<file path="src/rtl/param_pipe.sv">
// Parameterisable pipeline: ready/valid elastic pipe with bubble collapse (ELASTIC=1)
// or fixed-delay shift pipe with a sticky overflow flag (ELASTIC=0).
module param_pipe #(
  parameter int WIDTH   = 8,
  parameter int DEPTH   = 4,
  parameter int ELASTIC = 1,
  parameter int CNT_W   = $clog2(DEPTH + 1)
) (
  input  logic             clk,
  input  logic             rstn,
  input  logic             in_valid,
  input  logic [WIDTH-1:0] in_data,
  output logic             in_ready,
  output logic             out_valid,
  output logic [WIDTH-1:0] out_data,
  input  logic             out_ready,
  input  logic             flush,
  output logic [CNT_W-1:0] count,
  output logic             drop
);

  logic [DEPTH-1:0] valid_reg;
  logic [DEPTH-1:0] valid_next;
  logic [DEPTH-1:0] take;
  logic [WIDTH-1:0] data_reg [DEPTH];
  logic [CNT_W-1:0] count_reg;
  logic [CNT_W-1:0] count_next;
  logic             drop_reg;
  logic             drop_next;

  // take[i]: stage i is empty or advancing, so it can load from its upstream neighbour.
  always_comb begin
    take = '1;
    if (ELASTIC != 0) begin
      take[DEPTH-1] = out_ready | ~valid_reg[DEPTH-1];
      for (int i = DEPTH - 2; i >= 0; i--) begin
        take[i] = ~valid_reg[i] | take[i+1];
      end
    end
  end

  assign in_ready = ~rstn | (take[0] & ~flush);

  always_comb begin
    valid_next = valid_reg;
    if (take[0]) begin
      valid_next[0] = in_valid & ~flush;
    end
    for (int i = 1; i < DEPTH; i++) begin
      if (take[i]) begin
        valid_next[i] = valid_reg[i-1];
      end
    end
    if (flush) begin
      valid_next = '0;
    end
  end

  always_comb begin
    count_next = '0;
    for (int i = 0; i < DEPTH; i++) begin
      count_next = count_next + CNT_W'(valid_next[i]);
    end
  end

  always_comb begin
    drop_next = 1'b0;
    if (ELASTIC == 0) begin
      drop_next = ~flush & (drop_reg | (valid_reg[DEPTH-1] & ~out_ready));
    end
  end

  always_ff @(posedge clk or negedge rstn) begin
    if (!rstn) begin
      valid_reg <= '0;
      count_reg <= '0;
      drop_reg  <= 1'b0;
    end else begin
      valid_reg <= valid_next;
      count_reg <= count_next;
      drop_reg  <= drop_next;
    end
  end

  // Data only moves alongside a valid word; empty stages keep stale contents.
  always_ff @(posedge clk or negedge rstn) begin
    if (!rstn) begin
      for (int i = 0; i < DEPTH; i++) begin
        data_reg[i] <= '0;
      end
    end else begin
      if (take[0] && in_valid && !flush) begin
        data_reg[0] <= in_data;
      end
      for (int i = 1; i < DEPTH; i++) begin
        if (take[i] && valid_reg[i-1]) begin
          data_reg[i] <= data_reg[i-1];
        end
      end
    end
  end

  assign out_valid = valid_reg[DEPTH-1];
  assign out_data  = data_reg[DEPTH-1];
  assign count     = count_reg;
  assign drop      = drop_reg;

endmodule
</file>
<file path="config.mk">
export PLATFORM = sky130hd
export DESIGN_NAME = param_pipe
export DESIGN_NICKNAME = d
export VERILOG_FILES = /design/src/rtl/param_pipe.sv
export SDC_FILE = /design/constraint.sdc
export NUM_CORES = 1
export LEC_CHECK = 0
export BUFFER_PORTS_ARGS = -buffer_cell sky130_fd_sc_hd__buf_2
export CAP_MARGIN = 20
export CORE_ASPECT_RATIO = 2
export CORE_MARGIN = 3
export CORE_UTILIZATION = 58
export CTS_CLUSTER_SIZE = 40
export DETAILED_ROUTE_END_ITERATION = 12
export PLACE_DENSITY = 0.82
export SLEW_MARGIN = 40
export SYNTH_ARGS = -nofsm -noshare
export SYNTH_HDL_FRONTEND = slang
export SYNTH_SLANG_ARGS = --single-unit
</file>
<file path="constraint.sdc">
create_clock -name clk -period 4.4 [get_ports clk]
set_input_delay 0.66 -clock clk [delete_from_list [all_inputs] [get_ports clk]]
set_output_delay 0.66 -clock clk [all_outputs]
set_load 0.005 [all_outputs]
</file>
==> run_results.csv <==
group,metric,value,unit
outcome,status,"completed",
logic_synthesis,synth_mux_area_frac,0.240,
sta,fin_skew,0.00550,ns
floorplanning,die_w,43.5,µm
setup_path,cpPeakStageDelay,0.44,ns
grt,track_usage,0.177,
setup_path,crit_fanout,5,
logic_synthesis,synthTopCellsByArea,"dfrtp_1 (60%), mux2_2 (17%), mux2_4 (7.4%)",
power_and_ir_drop,p_int,0.749,mW
logic_synthesis,synth-seq-cells,39,
sta,setup_violations,0,
place,portBuffers,25,
power_and_ir_drop,p_sw,0.225,mW
detailed_routing,via_per_inst,5.35,
detailed_routing,wl_per_cell,16.1,µm
power_and_ir_drop,powerDensity,539,nW/µm²
detailed_routing,drc_errors,0,
detailed_routing,firstDrtPassIters,4,
grt,grt_overflow,0,
place,post_dp_cell_area,1690,µm²
detailed_routing,drt.antenna.violating_nets,0,
logic_synthesis,synthCells,105,
flow_run,drv_cap,0,
setup_path,rrSetupSlack,2.28,ns
power_and_ir_drop,peakVddDrop,379,µV
floorplanning,num_rows,26,
sta,fmax,0.454,GHz
floorplanning,core_area,2600,µm²
hold_path,hp-class,"input pin to asynchronous set/reset pin",
logic_synthesis,synth_area,1630,µm²
setup_path,slowest_stage,"fa_1",
logic_synthesis,synth_top_family_by_area,"multiplexers",
place,finalWeightedCongestion,0.746,
grt,grt_start_max_net_pins,41,
setup_path,critPathRequiredTime,4.58,ns
layout,area_growth,11.1,%
sta,hold_slack,0.319,ns
setup_path,crit_path_cell_trace,"buf_2 > and4b_1 > a21oi_1 > nor2_1 > fa_1 > ha_1 > ha_1",
setup_path,r2r_end,"count[1]",
clock_network,h-tree-depth,2,
logic_synthesis,yosys.area_share.xor_xnor,0,
sta,setup_ws,2.20,ns
grt,grt_pass1_wl,4400,µm
logic_synthesis,yosysSeqAreaShare,0.600,
sta,rsz0062_at_grt,"false",
layout,finish.instance_area,1810,µm²
clock_network,root_buffer,"clkbuf_8",
layout,drive_gt1_frac,0.544,
setup_path,start_kind,"input pin",
logic_synthesis,synth-compound-area-share,0.0269,
clock_network,clock_sinks,39,
sta,fin_crit,2.20,ns
logic_synthesis,synth_top_cell_area_share,0.600,
setup_path,r2r_start,"valid_reg[2]",
setup_path,cp_top_family,"adder cells",
layout,nets,140,
power_and_ir_drop,power_leakage,0.898,nW
detailed_routing,drt_iter0_markers,19,
setup_path,path_buf_inv,1,
power_and_ir_drop,power,0.975,mW
clock_network,cts_buffer_depth,2,
power_and_ir_drop,power_frac_comb,0.174,
setup_path,worst_path_most_repeated_cell,"ha_1",
clock_network,clk-insertion-delay-late,0.29,ns
sta,hold_viol_final,0,
logic_synthesis,synth_adder_area_share,0.0277,
logic_synthesis,synth_cell_types,19,
clock_network,holdBufCountCts,0,
setup_path,r2r_cells,6,
sta,fin_tns_setup,0,ns
logic_synthesis,synth.largest_area_cell,"dfrtp_1",
grt,grt_pass1_vias,908,
clock_network,cts_tree,"built",
detailed_routing,wirelength,2470,µm
detailed_routing,vias,818,
setup_path,critPathCaptureType,"flip-flop",
place,dp_slack,1.90,ns
floorplanning,fp.dieH,80.9,µm
layout,n_fill_cell,172,
grt,antenna_found_initial,0,
layout,largest_reg_flops,24,
floorplanning,num_io_pins,27,
logic_synthesis,synth_simple_gate_area_frac,0.0423,
layout,antennaDiodeCount,0,
floorplanning,start_util,0.625,
power_and_ir_drop,seqPwrFrac,0.513,
place,placedCellCount,145,
logic_synthesis,syn_avg_cell_area,15.5,µm²
setup_path,crit_type,"input pin to flip-flop",
clock_network,cts_setup_buffers,0,
setup_path,cp.arrival,2.38,ns
layout,fin_util,0.695,
logic_synthesis,syn-num-nets,121,
clock_network,numCtsBuffers,5,
power_and_ir_drop,clock_power_share,0.313,
sta,period_share,0.501,
layout,final_cell_count_no_fill,153,
sta,drv_slew,0,
logic_synthesis,synth_warnings,0,
power_and_ir_drop,switching_share,0.231,
clock_network,cts_resized,0,
floorplanning,dieArea,3520,µm²
clock_network,clkTransAtPathRegs,0.07,ns
[worst max-delay path by stage]
| stage | start | endpoint | depth (start not counted) | slack [ns] |
|---|---|---|---|---|
| after floorplan | out_ready | count[1] | 7 | 2.19 |
| after global placement | out_ready | count[1] | 7 | 2.01 |
| after detailed placement | out_ready | count[1] | 7 | 1.90 |
| after CTS | rstn | in_ready | 3 | 2.13 |
| after global routing | out_ready | count[1] | 7 | 2.09 |
| final | out_ready | count[1] | 7 | 2.20 |
[final cells by class]
class                           count  area [µm²]  share of cell area
Clock buffer                        6        82.6              0.0457
Clock inverter                      2        35.0              0.0194
Multi-Input combinational cell     53         552               0.305
Sequential cell                    39         976               0.540
Tap cell                           28        35.0              0.0194
Timing Repair Buffer               25         128              0.0706
[synthesized netlist by cell type]
cell type  instances
a21bo_2            1
a21o_1             1
a21oi_1            2
a21oi_4            1
and4b_1            1
buf_2              2
buf_4              9
buf_6              2
conb_1             1
dfrtp_1           39
fa_1               1
ha_1               2
mux2_2            24
mux2_4             8
nand2_1            1
nand2b_1           2
nand2b_4           1
nor2_1             6
nor2b_1            1
[logic make-up after synthesis]
family,Yosys count
AOI/OAI and AO/OA,5
adders and majority gates,3
buffers and inverters,13
DFF,39
muxes,32
other,1
and+or+nand+nor,12
[worst register-to-register path, cell delays in order, from the launching register on]
cell and delay [ns]:
dfrtp_1 0.42, and4b_1 0.37, a21oi_1 0.11, nor2_1 0.21, fa_1 0.44, ha_1 0.20
ha_1 0.26
[layer usage]
metal  part of all wire  routed length, µm  global-route usage  up-vias
li1                   -                  -                   -      382
met1               0.36                888               0.201      406
met2               0.56               1380               0.282       24
met3              0.047                116              0.0576        6
met4              0.031                 76               0.109        0
met5                  0                  0                   0        -
[cells in the final DEF, fill, tap and decap left out]
cell       netlist  layout
a21o_1           1       1
mux2_2          24      24
ha_1             2       2
bufinv_16        0       1
buf_2            2      24
clkinv_2         0       1
and4b_1          1       1
a21oi_1          2       2
a21bo_2          1       1
fa_1             1       1
nand2b_1         2       2
buf_4            9       1
nand2b_4         1       1
mux2_4           8       8
conb_1           1       1
nor2b_1          1       1
nand2_1          1       1
dfrtp_1         39      39
a21oi_4          1       1
nor2_1           6       6
clkbuf_8         0       6
[power groups by stage]
stage | logic (mW) | registers (mW) | clock network (mW)
2_1_floorplan | 0.162 | 0.493 | 0
3_3_place_gp | 0.165 | 0.500 | 0
3_5_place_dp | 0.174 | 0.509 | 0
4_1_cts | 0.174 | 0.502 | 0.311
5_1_grt | 0.190 | 0.514 | 0.327
6_report | 0.170 | 0.500 | 0.305
(Power assumes the default switching activity.)
